===== src/rtl/musa_pkg.sv =====
// Shared definitions for the memory stage: widths, FSM encoding, holding-register
// payload and the word-alignment helper.
package musa_pkg;

    localparam int unsigned WORD_W = 32;
    localparam int unsigned REG_W  = 5;

    // Low address bits of a word-aligned access
    localparam logic [1:0] ALIGN_MASK = 2'b00;

    typedef enum logic {
        MEM_IDLE   = 1'b0,
        MEM_ACCESS = 1'b1
    } mem_state_e;

    // Operation captured when an aligned memory access is accepted
    typedef struct packed {
        logic [WORD_W-1:0] addr;
        logic [WORD_W-1:0] wdata;
        logic              we;
        logic [REG_W-1:0]  rd;
        logic              reg_write;
    } mem_hold_t;

    function automatic logic is_aligned(input logic [WORD_W-1:0] addr);
        return addr[1:0] == ALIGN_MASK;
    endfunction

endpackage


===== src/rtl/mem_stage_if.sv =====
// Data-memory req/ack port.
//   master (memory stage): drives mem_req, mem_we, mem_addr, mem_wdata
//   slave  (memory)      : drives mem_rdata, mem_ack (one-cycle completion pulse)
interface mem_stage_if;
    import musa_pkg::*;

    logic              mem_req;
    logic              mem_we;
    logic [WORD_W-1:0] mem_addr;
    logic [WORD_W-1:0] mem_wdata;
    logic [WORD_W-1:0] mem_rdata;
    logic              mem_ack;

    modport master (
        output mem_req, mem_we, mem_addr, mem_wdata,
        input  mem_rdata, mem_ack
    );

    modport slave (
        input  mem_req, mem_we, mem_addr, mem_wdata,
        output mem_rdata, mem_ack
    );

endinterface


===== src/rtl/mem_access_fsm.sv =====
// Access sequencer for the memory stage: IDLE/ACCESS state register, ack timeout
// counter and completion decode.
//   clk, reset     : clock, async active-low reset
//   start          : accept an aligned memory op (only honoured in IDLE)
//   mem_ack        : completion pulse from memory
//   state          : registered FSM state
//   ack_done_c     : access completes with an ack at the coming edge
//   timeout_c      : access aborts on timeout at the coming edge
module mem_access_fsm
    import musa_pkg::*;
#(
    parameter int unsigned ACK_TIMEOUT = 16
) (
    input  logic       clk,
    input  logic       reset,
    input  logic       start,
    input  logic       mem_ack,
    output mem_state_e state,
    output logic       ack_done_c,
    output logic       timeout_c
);

    localparam int unsigned CNT_W = (ACK_TIMEOUT > 1) ? $clog2(ACK_TIMEOUT) : 1;
    localparam logic [CNT_W-1:0] CNT_LAST = CNT_W'(ACK_TIMEOUT - 1);

    mem_state_e       state_q, state_d;
    logic [CNT_W-1:0] cnt_q, cnt_d;

    // State and timeout counter registers
    always_ff @(posedge clk or negedge reset) begin
        if (!reset) begin
            state_q <= MEM_IDLE;
            cnt_q   <= '0;
        end else begin
            state_q <= state_d;
            cnt_q   <= cnt_d;
        end
    end

    // Next state; an ack on the final timeout cycle still completes normally
    always_comb begin
        state_d    = state_q;
        cnt_d      = cnt_q;
        ack_done_c = 1'b0;
        timeout_c  = 1'b0;
        case (state_q)
            MEM_IDLE: begin
                if (start) begin
                    state_d = MEM_ACCESS;
                    cnt_d   = '0;
                end
            end
            MEM_ACCESS: begin
                if (mem_ack) begin
                    ack_done_c = 1'b1;
                    state_d    = MEM_IDLE;
                end else if (cnt_q == CNT_LAST) begin
                    timeout_c = 1'b1;
                    state_d   = MEM_IDLE;
                end else begin
                    cnt_d = cnt_q + CNT_W'(1);
                end
            end
            default: state_d = MEM_IDLE;
        endcase
    end

    assign state = state_q;

endmodule


===== src/rtl/mem_stage.sv =====
// Memory pipeline stage: passes ALU results through, performs word loads/stores
// over a req/ack port, stalls EX while an access is outstanding and flags
// misaligned accesses and ack timeouts.
//   clk, reset            : clock, async active-low reset
//   ex_*                  : instruction from EX (ignored while stall is high)
//   stall                 : access outstanding, EX must hold
//   mem                   : data-memory port (master side)
//   wb_*                  : registered writeback, wb_valid pulses one cycle
//   exc_misaligned/bus_err: registered one-cycle exception pulses
module mem_stage
    import musa_pkg::*;
#(
    parameter int unsigned ACK_TIMEOUT = 16
) (
    input  logic              clk,
    input  logic              reset,
    input  logic              ex_valid,
    input  logic [WORD_W-1:0] ex_result,
    input  logic [WORD_W-1:0] ex_store_data,
    input  logic              ex_mem_read,
    input  logic              ex_mem_write,
    input  logic [REG_W-1:0]  ex_rd,
    input  logic              ex_reg_write,
    output logic              stall,
    mem_stage_if.master       mem,
    output logic              wb_valid,
    output logic [WORD_W-1:0] wb_data,
    output logic [REG_W-1:0]  wb_rd,
    output logic              wb_reg_write,
    output logic              exc_misaligned,
    output logic              exc_bus_error
);

    mem_state_e state;
    mem_hold_t  hold_q;
    logic       ack_done_c;
    logic       timeout_c;
    logic       accept_c;
    logic       mem_op_c;
    logic       start_c;
    logic       misalign_c;
    logic       alu_c;

    // Decode of the incoming instruction; only looked at in IDLE
    assign accept_c   = (state == MEM_IDLE) && ex_valid;
    assign mem_op_c   = ex_mem_read || ex_mem_write;
    assign start_c    = accept_c && mem_op_c && is_aligned(ex_result);
    assign misalign_c = accept_c && mem_op_c && !is_aligned(ex_result);
    assign alu_c      = accept_c && !mem_op_c;

    mem_access_fsm #(
        .ACK_TIMEOUT (ACK_TIMEOUT)
    ) u_fsm (
        .clk        (clk),
        .reset      (reset),
        .start      (start_c),
        .mem_ack    (mem.mem_ack),
        .state      (state),
        .ack_done_c (ack_done_c),
        .timeout_c  (timeout_c)
    );

    // Holding registers keep the bus fields stable for the whole access;
    // a simultaneous read+write is treated as a read
    always_ff @(posedge clk or negedge reset) begin
        if (!reset) begin
            hold_q <= '0;
        end else if (start_c) begin
            hold_q <= '{addr:      ex_result,
                        wdata:     ex_store_data,
                        we:        ex_mem_write && !ex_mem_read,
                        rd:        ex_rd,
                        reg_write: ex_reg_write};
        end
    end

    // Request and stall both follow the state register, so reset drops them at once
    assign stall         = (state == MEM_ACCESS);
    assign mem.mem_req   = (state == MEM_ACCESS);
    assign mem.mem_we    = hold_q.we;
    assign mem.mem_addr  = hold_q.addr;
    assign mem.mem_wdata = hold_q.wdata;

    // Writeback and exception registers; pulses default low, fields hold
    always_ff @(posedge clk or negedge reset) begin
        if (!reset) begin
            wb_valid       <= 1'b0;
            wb_data        <= '0;
            wb_rd          <= '0;
            wb_reg_write   <= 1'b0;
            exc_misaligned <= 1'b0;
            exc_bus_error  <= 1'b0;
        end else begin
            wb_valid       <= 1'b0;
            exc_misaligned <= 1'b0;
            exc_bus_error  <= 1'b0;
            if (alu_c) begin
                wb_valid     <= 1'b1;
                wb_data      <= ex_result;
                wb_rd        <= ex_rd;
                wb_reg_write <= ex_reg_write;
            end else if (misalign_c) begin
                wb_valid       <= 1'b1;
                wb_rd          <= ex_rd;
                wb_reg_write   <= 1'b0;
                exc_misaligned <= 1'b1;
            end else if (ack_done_c) begin
                wb_valid <= 1'b1;
                wb_rd    <= hold_q.rd;
                if (hold_q.we) begin
                    wb_reg_write <= 1'b0;
                end else begin
                    wb_data      <= mem.mem_rdata;
                    wb_reg_write <= hold_q.reg_write;
                end
            end else if (timeout_c) begin
                wb_valid      <= 1'b1;
                wb_rd         <= hold_q.rd;
                wb_reg_write  <= 1'b0;
                exc_bus_error <= 1'b1;
            end
        end
    end

endmodule

===== src/flat_wrapper.sv =====
// flat-port wrapper written by rule: the top's interface ports become plain ports
module mem_stage_flat import musa_pkg::*;
#(
    parameter int unsigned ACK_TIMEOUT = 16
)
  (clk, reset, ex_valid, ex_result, ex_store_data, ex_mem_read, ex_mem_write, ex_rd, ex_reg_write, stall, wb_valid, wb_data, wb_rd, wb_reg_write, exc_misaligned, exc_bus_error, mem_mem_req, mem_mem_we, mem_mem_addr, mem_mem_wdata, mem_mem_rdata, mem_mem_ack);
  mem_stage_if mem_i ();
  input  logic clk;
  input  logic reset;
  input  logic ex_valid;
  input  logic [WORD_W-1:0] ex_result;
  input  logic [WORD_W-1:0] ex_store_data;
  input  logic ex_mem_read;
  input  logic ex_mem_write;
  input  logic [REG_W-1:0] ex_rd;
  input  logic ex_reg_write;
  output logic stall;
  output logic wb_valid;
  output logic [WORD_W-1:0] wb_data;
  output logic [REG_W-1:0] wb_rd;
  output logic wb_reg_write;
  output logic exc_misaligned;
  output logic exc_bus_error;
  output wire logic [$bits(mem_i.mem_req)-1:0] mem_mem_req;
  output wire logic [$bits(mem_i.mem_we)-1:0] mem_mem_we;
  output wire logic [$bits(mem_i.mem_addr)-1:0] mem_mem_addr;
  output wire logic [$bits(mem_i.mem_wdata)-1:0] mem_mem_wdata;
  input wire logic [$bits(mem_i.mem_rdata)-1:0] mem_mem_rdata;
  input wire logic [$bits(mem_i.mem_ack)-1:0] mem_mem_ack;
  assign mem_mem_req = mem_i.mem_req;
  assign mem_mem_we = mem_i.mem_we;
  assign mem_mem_addr = mem_i.mem_addr;
  assign mem_mem_wdata = mem_i.mem_wdata;
  assign mem_i.mem_rdata = mem_mem_rdata;
  assign mem_i.mem_ack = mem_mem_ack;
  mem_stage #(.ACK_TIMEOUT(ACK_TIMEOUT)) u_core (.clk(clk), .reset(reset), .ex_valid(ex_valid), .ex_result(ex_result), .ex_store_data(ex_store_data), .ex_mem_read(ex_mem_read), .ex_mem_write(ex_mem_write), .ex_rd(ex_rd), .ex_reg_write(ex_reg_write), .stall(stall), .mem(mem_i), .wb_valid(wb_valid), .wb_data(wb_data), .wb_rd(wb_rd), .wb_reg_write(wb_reg_write), .exc_misaligned(exc_misaligned), .exc_bus_error(exc_bus_error));
endmodule

===== config.mk =====
export PLATFORM = sky130hd
export DESIGN_NAME = mem_stage_flat
export DESIGN_NICKNAME = d
export VERILOG_FILES = /design/src/rtl/musa_pkg.sv /design/src/rtl/mem_stage_if.sv /design/src/rtl/mem_access_fsm.sv /design/src/rtl/mem_stage.sv /design/src/flat_wrapper.sv
export SDC_FILE = /design/constraint.sdc
export NUM_CORES = 1
export LEC_CHECK = 0
export BUFFER_PORTS_ARGS = -buffer_cell sky130_fd_sc_hd__buf_4
export CORE_MARGIN = 2
export CORE_UTILIZATION = 44
export CTS_CLUSTER_SIZE = 14
export DETAILED_ROUTE_END_ITERATION = 10
export GPL_ROUTABILITY_DRIVEN = 0
export PLACE_DENSITY = 0.79
export RECOVER_POWER = 25
export SLEW_MARGIN = 25
export SYNTH_ARGS = -nofsm -noshare
export SYNTH_HDL_FRONTEND = slang
export SYNTH_SLANG_ARGS = --single-unit

===== constraint.sdc =====
create_clock -name clk -period 1.7 [get_ports clk]
set_input_delay 0 -clock clk [delete_from_list [all_inputs] [get_ports clk]]
set_output_delay 0 -clock clk [all_outputs]
set_load 0.03 [all_outputs]

==> summary.txt, run 1 <==
P&R area growth vs syn = 54.6%
Vias = 4724
Internal = 6.82 mW
initial detailed-routing violation count = 238
CTS Root Cell = clkbuf_16
R2R depth = 4
Relative slew margins = 36.0%
core area = 12000 um2
power per cell area = 1240 nW/um2
area post-placement = 6770 um2
Slew Limit Fails = 0
Final Cycle Share = 96.4%
CTS tree = done
aggregate global routing overflow = 0
syn_area_per_cell = 9.68 um2
DRC Markers = 0
sw frac = 34.6%
Yosys cell types = 31
Layout Skew = 0.00917 ns
# diodes = 0
Syn Inst Count = 561
Worst Path Required = 1.99 ns
Min-Delay Endpoint = u_core.u_fsm.cnt_q[3]
Tmin final = 1.64 ns
most area-consuming cells after synthesis = dfrtp_1, nand2_1, buf_4
num rows = 40
utilization after layout = 69.9%
All-Layer GR Usage = 23.6%
RR Startpoint = u_core.u_fsm.state
CTS H-tree depth = 4
layout cells sized above 1 = 35.9%
Sw Pwr = 3.61 mW
CTS Buffer Depth = 2
unrepaired setup endpoints after global routing = no
CP max-delay cell = dfrtp_2
Gate power share = 33.1%
Net Count, Synth = 670
critical path class = reg -> reg
fin nets = 938
Min-Delay Path Class = in -> reg
Cell Area, Synth = 5430 um2
TritonCTS buffer count = 17
Critical path origin = u_core.u_fsm.state
sequential element share of the synthesized area = 53.9%
VDD IR max = 0.000893 V
Arrival @ worst endpoint = 1.93 ns
Max Cap Viol = 0
Final Cell Area = 8400 um2
Die H = 115 um
initial core utilization = 45.2%
warnings from Yosys = 0
Pre-antenna DRT Iters = 4
Setup-failing EPs final = 0
highest clock rate = 0.610 GHz
Static Leakage = 4.24 nW
Filler Cell Count = 811
PortBufs = 215
critical-path cell list = nor4b_4 > buf_12 > mux2i_1 > a21oi_2
initial antenna violation count = 0
dpl hpwl = 9690 um
share of the synthesized area in the top cell type = 53.9%
endpoint type of the worst setup path = flop
first-pass GRT wire length = 24200 um
Crit path largest cell delay = 0.45 ns
die width = 115 um
CTS clk-pin slew, worst paths = 0.05 ns
IO Count = 216
overall routed net length = 15400 um
area leader, netlist = dfrtp_1
Hold Path Depth = 4
CP startpoint kind = flop
hold path startpoint = ex_mem_write
largest net degree at the start of global routing = 57
drt wl/cell = 15.6 um
synthesized flop and latch total = 117
Via density = 4.79
clock sink total = 117
full die area = 13300 um2
worst slew pin tran = 0.960 ns
worst skew pair latency = 0.41 ns
DRT antenna net count = 0
setup_tns = 0 ns
Clock power frac = 31.0%
Seq pwr share = 35.9%
FF-to-FF setup slack = 0.06 ns
number of global-route vias before repair = 4977
CP max FO = 27
reg2reg end = u_core.wb_data[24]
Final Hold Vio Count = 0
result of the run = completed
flip-flops by register name, summed over array words and instances (netlist names):
name	cells
u_core.exc_bus_error	1
u_core.exc_misaligned	1
u_core.hold_q	6
u_core.mem.mem_addr	32
u_core.mem.mem_wdata	32
u_core.mem.mem_we	1
u_core.u_fsm.cnt_q	4
u_core.u_fsm.state	1
u_core.wb_data	32
u_core.wb_rd	5
u_core.wb_reg_write	1
u_core.wb_valid	1
final cells by class:
class | instances | area, um2 | area share [%]
timing repair buffer | 342 | 2890 | 34.4
tap | 147 | 184 | 2.19
clock buffer | 19 | 453 | 5.39
inverter | 2 | 7.51 | 0.0894
multi-input combinational | 349 | 1850 | 22.0
sequential | 117 | 2930 | 34.9
clock inverter | 10 | 85.1 | 1.01
Yosys cell counts, drive strengths merged:
library cell  count
a21boi            1
and2              2
nor2             43
nor4b             3
nor3b             1
a21o              1
a22o              1
nand4             1
o311ai            1
a32o              1
mux2              2
a21oi            39
ha                1
nand2           206
a311oi            1
and3              1
nand2b            1
clkbuf            8
o21ai             2
buf              85
nor2b             2
inv               2
dfrtp           117
o21a              1
mux2i            38
worst max path at each step:
| stage | end | slack [ns] | depth (start not counted) |
|---|---|---|---|
| final | u_core.wb_data[24] | 0.06 | 4 |
| after global routing | u_core.wb_data[14] | 0.005 | 4 |
| after CTS | u_core.mem.mem_we | 0.05 | 4 |
| after detailed placement | u_core.mem.mem_wdata[5] | 0.10 | 5 |
| after global placement | u_core.wb_data[5] | 0.17 | 4 |
| after floorplan | u_core.wb_data[16] | 0.02 | 7 |
layout by cell type (no fill, tap or decap):
cell / n
a21boi_0: 1
a21o_2: 1
a21oi_1: 11
a21oi_2: 28
a22o_1: 1
a311oi_1: 1
a32o_1: 1
and2_1: 2
and3_1: 1
buf_12: 4
buf_4: 228
buf_6: 2
bufinv_16: 1
clkbuf_16: 17
clkbuf_2: 1
clkbuf_8: 2
clkinv_2: 5
clkinvlp_4: 4
dfrtp_1: 116
dfrtp_2: 1
dlygate4sd3_1: 107
ha_1: 1
inv_1: 2
mux2_2: 2
mux2i_1: 38
nand2_1: 206
nand2b_1: 1
nand4_1: 1
nor2_1: 43
nor2b_1: 1
nor2b_4: 1
nor3b_1: 1
nor4b_1: 1
nor4b_4: 2
o21a_1: 1
o21ai_2: 1
o21ai_4: 1
o311ai_1: 1
layer usage:
metal / vias up / global-route usage [%] / routed length, um
met1: 2246 / 26.3 / 6030
li1: 2248 / - / -
met4: 0 / 10.7 / 477
met5: - / 0 / 0
met3: 43 / 8.07 / 1020
met2: 187 / 41.0 / 7840
through the flow:
stage	setup slack [ns]	instances	total power, mW	hold slack, ns
finish	0.0616	986	10.4	0.0306
global placement	0.165	846	6.90	0.00277
CTS	0.0488	982	10.5	0.0875
global route	0.00471	986	10.9	0.0544
floorplan	0.0241	561	6.02	-0.296
detailed placement	0.102	846	7.00	0.00430
cell families (layout without fill, tap and decap cells):
family	after synthesis	after routing	synth area share [%]
buf+inv	95	373	12.6
fa+ha+maj	1	1	0.230
flops	117	117	53.9
compound gates	48	48	6.86
simple gates	260	260	19.0
mux	40	40	7.42
worst max-delay path, delay by kind of cell (launching register included):
family	cells	cell delay, ns
AO/OA/AOI/OAI	1	0.09
buffers and inverters	1	0.27
flip-flops	1	0.45
multiplexers	1	0.30
AND/OR/NAND/NOR	1	0.39
power groups by stage:
stage	clock, mW	sequential (mW)	combinational (mW)
after floorplan	0	4.17	1.85
after global placement	0	3.74	3.16
after detailed placement	0	3.77	3.23
after CTS	3.30	3.73	3.44
after global routing	3.44	3.81	3.67
final	3.23	3.74	3.46
timing repair:
action	4_1_cts	5_1_grt
hold buffers	107	0
setup endpoints to repair	0	44
gates resized for setup	0	1
hold endpoints to repair	148	0
buffers inserted	0	4
No activity file was read; power rests on OpenSTA's default activity.
==> run 2: changes to the inputs <==
ABC_AREA = 1   (was not set)
ABC_CLOCK_PERIOD_IN_PS = 1700   (was not set)
CELL_PAD_IN_SITES_DETAIL_PLACEMENT = 1   (was not set)
CELL_PAD_IN_SITES_GLOBAL_PLACEMENT = 1   (was not set)
CORE_UTILIZATION = 32   (was 44)
PLACE_DENSITY = 0.8   (was 0.79)
==> run 2 against run 1 <==
Against the previous run:
- non-clock buffer count is 7 lower
- total power is 0.72% higher
- core utilization is 20 points lower
- die area is 39% higher
- clock skew is 0.0013 ns lower
- global-route usage is 3.2 points lower
- largest cell class unchanged
- combinational power is 5% lower
- first-iteration DRC count is 31% lower
- cell count is 17% higher
- clock power is 9.0% higher
- largest power group unchanged
- design area is 2.2% higher
==> summary.txt, run 2 <==
result of the run = completed
clock sink total = 117 (unchanged)
most area-consuming cells after synthesis = dfrtp_1, buf_4, nand2_1
Syn Inst Count = 659 (+17%)
Sequential Area = 2930 um2 (about the same)
Net Count, Synth = 768 (+15%)
DRC Markers = 0 (unchanged)
initial detailed-routing violation count = 165 (-31%)
Post-synth top cells = nand2_1, dfrtp_1, inv_1
Die H = 136 um (+18%)
most frequent cells in the layout = buf_4, nand2_1, dfrtp_1
Cell Area, Synth = 5560 um2 (+2.3%)
Post-CTS Resized = 0 (unchanged)
endpoint type of the worst setup path = flop
Finished Layout Cells = 1156 (+17%)
critical-path cell list = inv_2 > nand2_4 > inv_4 > nand2_4 > o21ai_4 > buf_12 > nor2_1 > a21oi_1
dpl hpwl = 11400 um (+17%)
area leader, netlist = dfrtp_1
PortBufs = 215 (unchanged)
DRT antenna net count = 0 (unchanged)
highest clock rate = 0.676 GHz (+11%)
sequential element share of the synthesized area = 52.7% (-1.2 points)
CTS Root Cell = clkbuf_16
Layout Skew = 0.00790 ns (-0.00127 ns)
CP startpoint kind = flop
warnings from Yosys = 0 (unchanged)
Max Cap Viol = 0 (unchanged)
Tmin final = 1.48 ns (-0.160 ns)
worst slew pin tran = 1.02 ns (+0.0589 ns)
IO Count = 216 (unchanged)
Min-Delay Path Class = in -> reg
die width = 136 um (+18%)
dpl cells = 1019 (+20%)
VDD IR max = 0.000689 V (-23%)
unrepaired setup endpoints after global routing = no
initial antenna violation count = 1 (+1)
Worst Path Required = 2.03 ns (+0.04 ns)
number of global-route vias before repair = 5657 (+14%)
Crit path largest cell delay = 0.38 ns (-0.07 ns)
EDFF count, synth = 0 (unchanged)
CTS H-tree depth = 4 (unchanged)
largest net degree at the start of global routing = 73 (+28%)
core area = 17100 um2 (+43%)
Via density = 4.47 (-6.7%)
P&R area growth vs syn = 54.4%
Relative slew margins = 32.1% (-3.9 points)
syn_area_per_cell = 8.43 um2 (-13%)
commonest register cell after synthesis = dfrtp_1
overall routed net length = 18400 um (+20%)
Slew Limit Fails = 0 (unchanged)
All-Layer GR Usage = 20.4% (-3.2 points)
CP max FO = 64 (+140%)
CP dominant cell by count = nand2_4
drt wl/cell = 15.9 um (+2.0%)
count leader, synth = nand2_1
multi-input combinational cell area = 1530 um2 (-17%)
CP max-delay cell = dfrtp_1
full die area = 18400 um2 (+39%)
layout cells sized above 1 = 28.4% (-7.5 points)
setup_tns = 0 ns (unchanged)
share of flip-flops with an asynchronous set or reset = 100% (unchanged)
synthesized flop and latch total = 117 (unchanged)
Filler Cell Count = 2010 (+150%)
TritonCTS buffer count = 17 (unchanged)
Static Leakage = 4.61 nW (+8.9%)
initial core utilization = 32.5% (-13 points)
Vias = 5170 (+9.4%)
share of the synthesized area in the top cell type = 52.7% (-1.2 points)
Final Cycle Share = 87.0% (-9.4 points)
first-pass GRT wire length = 29000 um (+20%)
Yosys cell types = 28 (-9.7%)
fin nets = 1029 (+9.7%)
power per cell area = 1220 nW/um2 (-1.4%)
Setup-failing EPs final = 0 (unchanged)
Final Hold Vio Count = 0 (unchanged)
critical path class = reg -> reg
num rows = 48 (+20%)
CTS Buffer Depth = 2 (unchanged)
worst skew pair latency = 0.41 ns (about the same)
CTS clk-pin slew, worst paths = 0.05 ns (about the same)
CTS tree = done
Arrival @ worst endpoint = 1.81 ns (-0.12 ns)
aggregate global routing overflow = 0 (unchanged)
Pre-antenna DRT Iters = 4 (unchanged)
most common cell after layout, fill and taps aside = buf_4
run 2: cell count changes in the layout (fill, tap and decap cells not counted), moves of 7 or more:
| cell | before | now |
|---|---|---|
| a21oi_2 | 28 | 1 |
| nand3_1 | 0 | 7 |
| inv_1 | 2 | 110 |
| a21oi_1 | 11 | 32 |
| o21ai_1 | 0 | 35 |
| o21ai_0 | 0 | 66 |
| nand2_1 | 206 | 145 |
| mux2i_1 | 38 | 1 |
| nor2_1 | 43 | 36 |
run 2: layer usage:
| metal | GRT usage (%) | routed length (um) |
|---|---|---|
| met1 | 22.9 | 7230 |
| met4 | 8.62 | 523 |
| met2 | 36.7 | 9590 |
| met5 | 0 | 0 |
| met3 | 5.20 | 1030 |
run 2: power breakdown:
part	internal, mW	leakage [nW]	total, mW	switching, mW
Combinational	1.30	2.91	3.29	1.99
Clock	2.32	0.285	3.52	1.20
Sequential	3.34	1.42	3.70	0.358
run 2: cells by family after synthesis:
group,synth area share [%]
xor gates and xnor gates,0.158
DFF,52.7
and+or+nand+nor,14.0
muxes,0.180
adders and majority gates,0.225
buffers and inverters,19.9
AOI/OAI and AO/OA,12.9
run 2: metrics by stage:
stage	utilization (%)	hold WS, ns	power [mW]	worst slack [ns]	area [um2]
after floorplan	-	-0.296	5.76	0.235	5560
after global placement	40.5	0.0120	6.69	0.328	6940
after detailed placement	40.5	0.0186	6.78	0.220	6940
after CTS	50.1	0.135	10.5	0.214	8580
after global routing	50.1	0.184	11.1	0.118	8580
final	50.1	0.155	10.5	0.221	8580
run 2: critical path: cells and delay by family, from the launching register on:
family | cells | cell delay (ns)
compound gates | 2 | 0.24
buf+inv | 3 | 0.45
simple gates | 3 | 0.29
flops | 1 | 0.38
run 2: final timing paths:
kind	from	end	slack (ns)	cells past startpoint
max reg2reg	u_core.u_fsm.state	u_core.wb_data[19]	0.22	8
max in group asynchronous	reset	u_core.mem.mem_wdata[17]	0.56	3
min reg2reg	u_core.mem.mem_addr[9]	u_core.mem.mem_addr[9]	0.48	2
min	ex_mem_write	u_core.wb_data[27]	0.16	5
min in group asynchronous	reset	u_core.mem.mem_wdata[22]	0.30	2
max	u_core.u_fsm.state	u_core.wb_data[19]	0.22	8
run 2: layout make-up:
cell class | instances | share of cell area [%]
sequential | 117 | 34.1
timing repair buffer | 335 | 33.1
multi-input combinational | 337 | 17.8
clock buffer | 25 | 5.89
inverter | 112 | 4.93
tap | 225 | 3.28
clock inverter | 4 | 0.816
antenna | 1 | 0.0292
run 2: repair_timing:
action                    in CTS  in global routing
hold buffers                 107                  0
hold endpoints to repair     149                  0
buffers inserted               0                  0
==> run 3: changes to the inputs <==
ABC_CLOCK_PERIOD_IN_PS = 1500   (was 1700)
CORE_UTILIZATION = 35   (was 32)
PLACE_DENSITY = 0.83   (was 0.8)
clock period = 1.5 ns   (was 1.7 ns; I/O delays follow)
==> run 3 against run 2 <==
Against the previous run:
- maximum frequency rose by 1.3%
- worst hold slack worse by 0.071 ns
- cell count did not move
==> summary.txt, run 3 (same netlist as run 2, synthesis figures left out) <==
result of the run = completed
Sw Pwr = 4.18 mW (+18%)
Static Leakage = 4.73 nW (+2.6%)
CTS Root Cell = clkbuf_16
metal1 wirelength = 7250 um (+0.24%)
P&R area growth vs syn = 59.4%
Clock power frac = 36.9% (+3.4 points)
CTS tree = done
dpl cells = 1009 (-0.98%)
sw frac = 32.7% (-1.1 points)
full die area = 16900 um2 (-8.3%)
endpoint type of the worst setup path = flop
Tmin final = 1.46 ns (-0.0188 ns)
number of global-route vias before repair = 5695 (+0.67%)
num rows = 46 (-4.2%)
CTS Buffer Depth = 2 (unchanged)
Seq pwr share = 32.7% (-2.5 points)
unrepaired setup endpoints after global routing = yes
worst skew pair latency = 0.42 ns (about the same)
initial antenna violation count = 0 (-1)
fin nets = 1036 (+0.68%)
CP max FO = 16 (-75%)
Slew Limit Fails = 0 (unchanged)
die width = 130 um (-4.3%)
first-pass GRT wire length = 29300 um (+0.85%)
DRC Markers = 0 (unchanged)
DR WL met3 = 1220 um (+19%)
critical-path cell list = inv_2 > nand2_4 > inv_6 > nand2_8 > o21ai_4 > buf_12 > buf_12 > clkbuf_16 > a21oi_1
initial detailed-routing violation count = 146 (-12%)
largest net degree at the start of global routing = 118 (+62%)
Internal = 8.62 mW (+24%)
initial core utilization = 35.4% (+2.9 points)
Max Cap Viol = 0 (unchanged)
Via density = 4.56 (+2.0%)
Top Layer Used = met4
Final Cycle Share = 97.3% (+10 points)
IO Count = 216 (unchanged)
Relative slew margins = 25.3% (-6.8 points)
Pre-antenna DRT Iters = 5 (+1)
CTS H-tree depth = 4 (unchanged)
clock sink total = 117 (unchanged)
DRT antenna net count = 0 (unchanged)
Min-Delay Path Class = in -> reg
All-Layer GR Usage = 22.7% (+2.3 points)
overall routed net length = 19700 um (+7.3%)
utilization after layout = 56.4% (+6.2 points)
PortBufs = 215 (unchanged)
Crit path largest cell delay = 0.36 ns (-0.02 ns)
Vias = 5275 (+2.0%)
critical path class = reg -> reg
most common cell after layout, fill and taps aside = buf_4
dpl hpwl = 10700 um (-6.1%)
Final Hold Vio Count = 0 (unchanged)
core area = 15700 um2 (-8.2%)
Die H = 130 um (-4.3%)
Gate power share = 30.4% (-0.9 points)
TritonCTS buffer count = 17 (unchanged)
worst slew pin tran = 1.12 ns (+0.102 ns)
Setup-failing EPs final = 0 (unchanged)
# diodes = 0 (-1)
Finished Layout Cells = 1156 (unchanged)
aggregate global routing overflow = 0 (unchanged)
VDD IR max = 0.000765 V (+11%)
Arrival @ worst endpoint = 1.78 ns (-0.03 ns)
power per cell area = 1440 nW/um2 (+18%)
area post-placement = 6960 um2 (+0.27%)
most frequent cells in the layout = buf_4, nand2_1, dfrtp_1
layout cells sized above 1 = 30.0% (+1.6 points)
Worst Path Required = 1.82 ns (-0.21 ns)
Final Power = 12.8 mW (+22%)
drt wl/cell = 17.1 um (+7.3%)
Layout Skew = 0.00502 ns (-0.00288 ns)
CP max-delay cell = dfrtp_1
CP startpoint kind = flop
CTS clk-pin slew, worst paths = 0.06 ns (about the same)
highest clock rate = 0.685 GHz (+1.3%)
Final Cell Area = 8860 um2 (+3.2%)
Hold WS = 0.0846 ns (-0.0707 ns)
CP dominant cell by count = buf_12
metal2 WL = 10700 um (+12%)
[run 3: changes by cell type in the layout (fill, tap and decap cells not counted), moves of 2 or more]
cell,delta
buf_12,+4
bufinv_16,+4
a21oi_1,-3
a21oi_2,+3
clkbuf_16,+2
nand2_1,-2
[run 3: worst max-delay path, delay by kind of cell, from the launching register on]
kind	cells	cell delay, ns
buf+inv	5	0.55
compound gates	2	0.26
flops	1	0.36
simple gates	2	0.19
[run 3: cell type report]
cell class	instances	area, um2
fill	1806	6850
timing repair buffer	342	2990
sequential	117	2930
multi-input combinational	337	1570
clock buffer	23	488
inverter	112	425
tap	216	270
clock inverter	9	195
[run 3: repair_timing]
action / CTS / global route
buffers inserted: 0 / 6
gates cloned: 0 / 2
resized for setup: 2 / 9
setup endpoints to repair: 7 / 23
endpoints found under the hold margin: 226 / 0
pin swaps: 0 / 1
hold buffers: 107 / 0
[run 3: layer usage]
metal | vias up | GRT usage, %
li1 | 2489 | -
met1 | 2570 | 23.4
met2 | 175 | 42.1
met3 | 41 | 7.30
met4 | 0 | 9.93
met5 | - | 0
[run 3: power groups by stage]
stage          sequential [mW]  combinational [mW]  clock (mW)
3_5_place_dp              4.20                3.48           0
5_1_grt                   4.25                4.15        4.96
2_1_floorplan             4.67                1.85           0
3_3_place_gp              4.17                3.39           0
4_1_cts                   4.17                3.73        4.80
6_report                  4.18                3.89        4.72
[run 3: stage by stage]
| step | setup slack (ns) | TNS [ns] |
|---|---|---|
| floorplan | 0.0346 | 0 |
| global placement | 0.169 | 0 |
| detailed placement | 0.0850 | 0 |
| CTS | 0.0120 | 0 |
| global route | -0.0289 | -0.0992 |
| finish | 0.0402 | 0 |
[run 3: final timing paths]
| check | start | end | slack (ns) | cells after the start |
|---|---|---|---|---|
| max | u_core.u_fsm.state | u_core.wb_data[18] | 0.04 | 9 |
| min | ex_mem_write | u_core.wb_reg_write | 0.08 | 6 |
| max reg2reg | u_core.u_fsm.state | u_core.wb_data[18] | 0.04 | 9 |
| min reg2reg | u_core.mem.mem_addr[0] | u_core.mem.mem_addr[0] | 0.47 | 2 |
| max in group asynchronous | reset | u_core.wb_valid | 0.33 | 3 |
| min in group asynchronous | reset | u_core.mem.mem_wdata[24] | 0.41 | 3 |
